`src/rtl/mips_pkg.sv`:
```
// mips_pkg
//   Shared definitions for the mips core front end: instruction opcode
//   constants, the fetch-stage state enumeration and the default reset PC.
//   No ports; imported with "import mips_pkg::*;".
package mips_pkg;

  // Primary opcode field values (Instr[31:26]) decoded by the ControlUnit.
  localparam logic [5:0] OP_RTYPE = 6'h00;
  localparam logic [5:0] OP_BEQ   = 6'h04;
  localparam logic [5:0] OP_LW    = 6'h23;
  localparam logic [5:0] OP_SW    = 6'h2B;

  // Address of the first instruction fetched after reset (word aligned).
  localparam logic [31:0] DEFAULT_RESET_PC = 32'h0000_0000;

  // Fetch stage sequencing.
  typedef enum logic [1:0] {
    S_IDLE  = 2'd0,
    S_FETCH = 2'd1,
    S_ISSUE = 2'd2
  } fetch_state_e;

endpackage

```
`src/rtl/instruction_fetch_pc_next.sv`:
```
// pc_next
//   Combinational next-PC selection for the fetch stage.
//   Ports:
//     pcPlus4_i     address of the current instruction + 4
//     imm_i         16-bit branch offset field of the current instruction
//     taken_i       Branch & Zero for the current instruction
//     redirect_i    abandon the stream and continue at redirectPc_i
//     redirectPc_i  redirect target; the two low bits are cleared
//     nextPc_o      selected next fetch address
module pc_next (
  input  logic [31:0] pcPlus4_i,
  input  logic [15:0] imm_i,
  input  logic        taken_i,
  input  logic        redirect_i,
  input  logic [31:0] redirectPc_i,
  output logic [31:0] nextPc_o
);

  logic [31:0] branchTarget;

  // Word offset sign-extended and scaled by 4; the add wraps modulo 2^32.
  assign branchTarget = pcPlus4_i + {{14{imm_i[15]}}, imm_i, 2'b00};

  // Redirect outranks a taken branch, which outranks sequential flow.
  always_comb begin
    nextPc_o = pcPlus4_i;
    if (redirect_i) begin
      nextPc_o = redirectPc_i & 32'hFFFF_FFFC;
    end else if (taken_i) begin
      nextPc_o = branchTarget;
    end
  end

endmodule

```
`src/rtl/instruction_fetch.sv`:
```
// instruction_fetch
//   Fetch stage of the mips core. Owns the program counter, fetches words
//   from instruction memory over a req/ack handshake, holds the fetched word
//   in the instruction register and presents its opcode to the ControlUnit.
//   Ports:
//     clk, rst_n              clock (rising edge), async active-low reset
//     IMemReq/IMemAddr        fetch request and its word-aligned address
//     IMemAck/IMemData        memory response, sampled while IMemReq=1
//     Stall                   downstream cannot take the presented instr
//     Branch, Zero            ControlUnit branch decision and ALU zero flag
//     Redirect/RedirectPC     one-cycle pulse to restart fetch elsewhere
//     Instr/OPCode            instruction register and its opcode field
//     InstrValid              Instr holds a live instruction
//     PCPlus4                 address of Instr + 4
module instruction_fetch
  import mips_pkg::*;
#(
  parameter logic [31:0] RESET_PC = DEFAULT_RESET_PC
) (
  input  logic        clk,
  input  logic        rst_n,
  output logic        IMemReq,
  output logic [31:0] IMemAddr,
  input  logic        IMemAck,
  input  logic [31:0] IMemData,
  input  logic        Stall,
  input  logic        Branch,
  input  logic        Zero,
  input  logic        Redirect,
  input  logic [31:0] RedirectPC,
  output logic [31:0] Instr,
  output logic [5:0]  OPCode,
  output logic        InstrValid,
  output logic [31:0] PCPlus4
);

  fetch_state_e state_q;
  logic [31:0]  pc_q;
  logic         drop_q;
  logic         imemReq_q;
  logic [31:0]  imemAddr_q;
  logic [31:0]  instr_q;
  logic         instrValid_q;
  logic [31:0]  pcPlus4_q;
  logic [31:0]  nextPc_d;

  // Branch and Zero only influence nextPc_d when no redirect is present,
  // and nextPc_d is only used without a redirect in S_ISSUE, so they are
  // effectively sampled in S_ISSUE alone.
  pc_next u_pc_next (
    .pcPlus4_i    (pcPlus4_q),
    .imm_i        (instr_q[15:0]),
    .taken_i      (Branch & Zero),
    .redirect_i   (Redirect),
    .redirectPc_i (RedirectPC),
    .nextPc_o     (nextPc_d)
  );

  // Fetch sequencing, PC, pending-drop flag and all output registers.
  // A redirect that arrives while a request is outstanding cannot withdraw
  // it, so drop_q remembers to discard exactly one returning word.
  always_ff @(posedge clk or negedge rst_n) begin
    if (!rst_n) begin
      state_q      <= S_IDLE;
      pc_q         <= RESET_PC;
      drop_q       <= 1'b0;
      imemReq_q    <= 1'b0;
      imemAddr_q   <= RESET_PC;
      instr_q      <= '0;
      instrValid_q <= 1'b0;
      pcPlus4_q    <= RESET_PC + 32'd4;
    end else begin
      unique case (state_q)
        S_IDLE: begin
          state_q   <= S_FETCH;
          imemReq_q <= 1'b1;
          if (Redirect) begin
            pc_q       <= nextPc_d;
            imemAddr_q <= nextPc_d;
          end else begin
            imemAddr_q <= pc_q;
          end
        end

        S_FETCH: begin
          if (IMemAck) begin
            if (drop_q || Redirect) begin
              // The returning word belongs to the abandoned stream; reissue
              // straight away at the newest PC.
              drop_q <= 1'b0;
              if (Redirect) begin
                pc_q       <= nextPc_d;
                imemAddr_q <= nextPc_d;
              end else begin
                imemAddr_q <= pc_q;
              end
            end else begin
              instr_q      <= IMemData;
              pcPlus4_q    <= imemAddr_q + 32'd4;
              instrValid_q <= 1'b1;
              imemReq_q    <= 1'b0;
              state_q      <= S_ISSUE;
            end
          end else if (Redirect) begin
            pc_q   <= nextPc_d;
            drop_q <= 1'b1;
          end
        end

        S_ISSUE: begin
          // A redirect discards the instruction even when stalled.
          if (Redirect || !Stall) begin
            pc_q         <= nextPc_d;
            imemAddr_q   <= nextPc_d;
            imemReq_q    <= 1'b1;
            instrValid_q <= 1'b0;
            state_q      <= S_FETCH;
          end
        end

        default: begin
          state_q <= S_IDLE;
        end
      endcase
    end
  end

  assign IMemReq    = imemReq_q;
  assign IMemAddr   = imemAddr_q;
  assign Instr      = instr_q;
  assign OPCode     = instr_q[31:26];
  assign InstrValid = instrValid_q;
  assign PCPlus4    = pcPlus4_q;

endmodule

```
`config.mk`:
```
export PLATFORM = sky130hd
export DESIGN_NAME = instruction_fetch
export DESIGN_NICKNAME = d
export VERILOG_FILES = /design/src/rtl/mips_pkg.sv /design/src/rtl/instruction_fetch_pc_next.sv /design/src/rtl/instruction_fetch.sv
export SDC_FILE = /design/constraint.sdc
export NUM_CORES = 1
export LEC_CHECK = 0
export CORE_UTILIZATION = 52
export DETAILED_ROUTE_END_ITERATION = 10
export PLACE_DENSITY_LB_ADDON = 0.08
export SETUP_SLACK_MARGIN = 0.3
export SLEW_MARGIN = 30
export SYNTH_ARGS = -nofsm -noshare
export SYNTH_HDL_FRONTEND = slang
export SYNTH_SLANG_ARGS = --single-unit
export TNS_END_PERCENT = 100
```
`constraint.sdc`:
```
create_clock -name clk -period 3.9 [get_ports clk]
set_input_delay 1.17 -clock clk [delete_from_list [all_inputs] [get_ports clk]]
set_output_delay 1.17 -clock clk [all_outputs]
set_load 0.005 [all_outputs]
```
Word level (Yosys, flattened, before mapping)
Index checks and enable logic that the tools add are counted.
{"block": "op_classes", "muxes": 24, "n_addsub": 2, "reduce_logical": 14, "bitwise_logic": 2, "n_eq_ne": 8}
{"cell": "$mux 32", "count": 7}
{"cell": "$pmux 32 s3", "count": 2}
{"cell": "$add 32x3->32 const B", "count": 1}
{"cell": "$add 32x32->32", "count": 1}
{"cell": "$reduce_and 3->1", "count": 4}
{"cell": "$reduce_and 4->1", "count": 3}
{"cell": "$mux 1", "count": 9}
{"cell": "$ne 2x2->1 const B", "count": 4}
{"cell": "$mux 2", "count": 3}
{"cell": "$pmux 2 s3", "count": 1}
{"cell": "$reduce_bool 2->1", "count": 2}
{"cell": "$ne 3x3->1 const B", "count": 1}
{"cell": "$pmux 1 s3", "count": 1}
{"cell": "$reduce_bool 3->1", "count": 1}
{"cell": "$eq 2x1->1 const B", "count": 1}
{"cell": "$eq 2x2->1 const B", "count": 1}
{"cell": "$logic_not 2->1", "count": 1}
{"cell": "$logic_or 1x1->1", "count": 2}
{"cell": "$ne 2x1->1 const B", "count": 1}
{"cell": "$pmux 1 s2", "count": 1}
{"cell": "$and 1x1->1", "count": 1}
{"cell": "$logic_not 1->1", "count": 1}
{"cell": "$not 1->1", "count": 1}
{"block": "word_totals", "ff_bits": 133, "wordCells": 58, "output_inout_bits": 104, "in_bits": 71}

Depth between registers and ports, before layout
{"block": "logic_depth", "ltp_word": 7, "mapped_depth": 10, "mapped_depth_nobuf": 10}

By module
A second synthesis with hierarchy kept.
{"block": "unflattened", "cells_unflattened": 872, "hier_area_um2": 8011.4}
{"module": "instruction_fetch", "area_per_inst_um2": 5974.5, "cells_per_inst": 582, "instances": 1}
{"module": "pc_next", "area_per_inst_um2": 2037.0, "cells_per_inst": 290, "instances": 1}

Least setup slack after synthesis
No wires, ideal clock.
{"block": "synth_timing", "kind": "register to register", "from": "reg instr_q[0] (netlist: Instr[0])", "to": "reg pc_q[22]", "setup_slack_ps": 1153, "required_time_ps": 3775, "n_path_buf": 0, "period_less_slack_ps": 2747, "stages_incl_launch_ff": 11, "arrival_ps": 2622, "path_cell_list": "dfrtp_1 -> ha_1 -> fa_1 -> a211oi_1 -> nor2_1 -> o31ai_1 -> a21oi_1 -> o21bai_1 -> nor3b_1 -> o31ai_1 -> mux2_2"}
{"block": "synth_via", "elab_chain_cells": 7, "elab_cells_between_ends": 8, "classes_between": "1 x add/sub; 7 x mux"}
{"item": "start: declaration", "line_no": "instruction_fetch.sv:42", "source": "logic [31:0] instr_q;"}
{"item": "start signal: assignment", "line_no": "instruction_fetch.sv:98", "source": "instr_q <= IMemData;"}
{"item": "$add 32x32->32 (*)", "line_no": "instruction_fetch_pc_next.sv:22", "source": "assign branchTarget = pcPlus4_i + {{14{imm_i[15]}}, imm_i, 2'b00};"}
{"item": "$mux 32 (*)", "line_no": "instruction_fetch_pc_next.sv:29", "source": "end else if (taken_i) begin"}
{"item": "$mux 32 (*)", "line_no": "instruction_fetch_pc_next.sv:27", "source": "if (redirect_i) begin"}
{"item": "$mux 32 (2 in a row)"}
{"item": "$mux 32", "line_no": "instruction_fetch.sv:86", "source": "if (IMemAck) begin"}
{"item": "$pmux 32 s3 (*)", "line_no": "instruction_fetch.sv:73", "source": "unique case (state_q)"}
{"item": "end signal: assignment", "line_no": "instruction_fetch.sv:78", "source": "pc_q <= nextPc_d;"}
{"item": "end signal: assignment", "line_no": "instruction_fetch.sv:92", "source": "pc_q <= nextPc_d;"}
{"item": "end signal: assignment", "line_no": "instruction_fetch.sv:105", "source": "pc_q <= nextPc_d;"}
{"item": "end: declaration", "line_no": "instruction_fetch.sv:38", "source": "logic [31:0] pc_q;"}
Mark *: on every way between the ends. The rest lies on a longest branch, timed or not. The select of a mux whose other input is x is not followed.
A chain may end at the register's enable or synchronous reset.

Worst setup path in the final report
Same ends and word-level chain as after synthesis.

==> metrics.md <==
| Metric | Value |
|---|---|
| Status | finished clean |
| DRT Pass-1 Iters | 5 |
| Hold path depth | 2 |
| IO Pins | 175 |
| Post-synth EDFFs | 0 |
| Fraction of layout cells with a size suffix above 1 | 11.8% |
| Area growth from synthesis to layout | 30.2% |
| Distinct cells, synth | 68 |
| Grt ovf | 0 |
| Largest family of logic cells by synthesized area | compound AO/OA/AOI/OAI gates |
| Register clock-pin slew on the reported worst setup and hold paths | 60 ps |
| Min-delay src | pc_q[11]$_DFFE_PN0P_ |
| RSZ-0062 raised after global routing | false |
| Routed Wire Length | 21,800 um |
| Post-Synth Simple-Gate Area | 15.3% |
| CTS Hold Bufs | 0 |
| Die area | 16,000 um2 |
| DP HPWL | 15,500 um |
| Area share of fa/ha/maj cells after synthesis | 4.92% |
| Leakage power | 4.31 nW |
| Asr flop ratio synth | 100% |
| Multiplexer share of the synthesized area | 9.79% |
| Critical path arrival | 3630 ps |
| IO Port Bufs | 172 |
| Commonest cells post-synth | dfrtp_1, nor2_1, nand2_1 |
| Pin count of the biggest net entering global routing | 93 |
| Initial core utilization | 53.1% |
| Initial antenna violation count | 0 |
| Clock latency on the worst-skew pair | 430 ps |
| CTS tree | yes |
| Sink Count | 133 |
| Post-synthesis register bit count | 133 |
| Worst VDD drop | 0.519 mV |
| Post-Place Cell Area | 9940 um2 |
| Top-area cell type share of the netlist area | 41.1% |
| Vias in the first global route | 7,088 |
| R2R cell count | 10 |
| Syn avg cell area | 9.21 um2 |
| CP Capture Type | register |
| Cts repair resizes | 0 |
| Maximum clock insertion buffer count | 2 |
| Total Neg Setup Slack | 0 ps |
| Total track usage | 28.9% |
| CORE AREA | 15,100 um2 |
| Root Driver | clkbuf_16 |
| Yosys top cell by area | dfrtp_1 |
| Max cap viols | 0 |
| Hold WC Path Type | register to register |
| Routability cong. | 0.908 |
| Synth Area in XOR/XNOR | 4.58% |
| Synth warn | 0 |
| Power Total | 9.34 mW |
| Achievable frequency | 0.306 GHz |
| Antenna diodes | 0 |
| Worst-path fanout max | 4 |
| Syn Inst Count | 873 |
| Num rows | 45 |
| Net count after synthesis | 975 |
| Tcrit/Tclk final | 83.7% |
| Drt via density | 5.95 |
| Sequential-to-total area share from yosys stat | 41.4% |
| Final setup viols | 0 |
| Min cycle time layout | 3260 ps |
| Tightest Pin Transition | 815 ps |
| Top cells by area, synth | dfrtp_1, mux2_2, a21oi_1, ha_1, nor2_1 |
| Worst Path Required | 4260 ps |
| CP Class | register to register |
| First-pass GRT wire length | 36,100 um |
| Slew HR | 45.6% |
| Die X | 126 um |
| Post-CTS Setup Bufs | 0 |
| PD cells | 892 nW/um2 |
| Clock Skew | 6.81 ps |
| Nets | 1,133 |
| Most frequent cell after synthesis | dfrtp_1 |
| Core Util, Final | 69.1% |
| Antenna viol nets, final | 0 |
| Die H | 126 um |
| Compound-cell area share of the yosys netlist | 20.6% |
| Final Max Tran Viols | 0 |
| Multi-input gate area in the final layout | 4450 um2 |
| Reg2reg setup slack | 640 ps |
| DRT iter0 DRCs | 582 |
| Total number of vias | 7,327 |
| Final Hold Vio Count | 0 |
| Final Cell Area | 10,500 um2 |
| Crit start category | register |
| H-tree depth | 4 |
| Critical R2R Launch | Instr[0]$_DFFE_PN0P_ |
| Cts bufs inserted | 17 |
| WHS Endpoint | pc_q[11]$_DFFE_PN0P_ |
| Routed wire per std cell | 17.7 um |
| R2r endpoint | pc_q[22]$_DFFE_PN0P_ |
| Fillers | 1,219 |
| Drc violations | 0 |
| Register area | 3330 um2 |
| Post-Synthesis Cell Area | 8040 um2 |
| Ys flop type | dfrtp_1 |
==> layout make-up <==
class	instances	share of cell area, %
multi-input cells	675	42.5
inverters	15	0.538
clock inverters	9	0.777
well taps	188	2.25
flip-flops and latches	133	31.8
clock buffers	22	4.24
repair buffers	189	17.9
==> routing by layer <==
layer / vias up / share of wire (%) / global-route usage, %
li1: 3483 / - / -
met1: 3581 / 44 / 37.8
met2: 230 / 48 / 47.4
met3: 33 / 6.0 / 6.66
met4: 0 / 1.9 / 9.43
met5: - / 0 / 0
==> cells in the final DEF, fill, tap and decap left out, types with 5 or more instances in the layout <==
master	n
clkdlybuf4s50_1	170
dfrtp_1	132
nor2_1	98
nand2_1	92
a21oi_1	79
mux2_2	61
o21ai_0	53
ha_1	30
xnor2_1	25
xor2_1	17
nand3_1	17
clkbuf_16	17
a22oi_1	16
and3_1	16
nor3_1	15
buf_4	15
inv_1	14
a21o_1	12
a31oi_1	12
o211ai_1	12
mux2i_1	10
nand4_1	8
o31ai_1	7
or3_1	7
o21bai_1	6
o21a_1	6
nand2b_1	5
clkbuf_1	5
==> where the power goes <==
group	internal, mW	total, mW	switching [mW]
registers	2.00	2.73	0.730
logic	2.66	5.13	2.47
clock network	0.868	1.47	0.602
total	5.53	9.34	3.81
==> stage by stage <==
| stage | cells | setup slack (ps) | hold WS (ps) |
|---|---|---|---|
| final | 1231 | 635 | 485 |
| after global routing | 1231 | 458 | 506 |
| after CTS | 1231 | 477 | 485 |
| after detailed placement | 1200 | 561 | 472 |
| after global placement | 1200 | 568 | 463 |
| after floorplan | 873 | 1150 | 450 |
==> registers in the layout, summed over array words and instances, names as in the netlist <==
| signal | cells |
|---|---|
| IMemAddr | 32 |
| drop_q | 1 |
| state_q | 2 |
| InstrValid | 1 |
| IMemReq | 1 |
| pc_q | 32 |
| PCPlus4 | 32 |
| Instr | 32 |
==> worst max-delay path, cell delays in order, from the launching register on <==
cell	delay, ps
dfrtp_1	400
ha_1	230
fa_1	430
a211oi_1	370
nor2_1	130
o31ai_2	340
a21oi_1	190
o21bai_1	340
a21boi_0	150
o31ai_1	380
mux2_2	230
==> worst max path at each step <==
stage	from	end	slack (ps)	cells after the start
floorplan	Instr[0]$_DFFE_PN0P_	pc_q[22]$_DFFE_PN0P_	1150	10
global placement	Instr[0]$_DFFE_PN0P_	IMemAddr[22]$_DFFE_PN0P_	570	10
detailed placement	Instr[0]$_DFFE_PN0P_	pc_q[22]$_DFFE_PN0P_	560	10
CTS	Instr[0]$_DFFE_PN0P_	pc_q[22]$_DFFE_PN0P_	480	10
global route	Instr[0]$_DFFE_PN0P_	pc_q[22]$_DFFE_PN0P_	460	10
finish	Instr[0]$_DFFE_PN0P_	pc_q[22]$_DFFE_PN0P_	640	10
==> kinds of logic (layout without fill, tap and decap cells) <==
family / Yosys count / after routing
XOR/XNOR: 42 / 42
flip-flops: 133 / 133
AND/OR/NAND/NOR: 277 / 277
multiplexers: 71 / 71
AO/OA/AOI/OAI: 254 / 254
adder cells (fa/ha/maj): 31 / 31
buffers and inverters: 65 / 235
No activity file was read; power rests on OpenSTA's default activity.
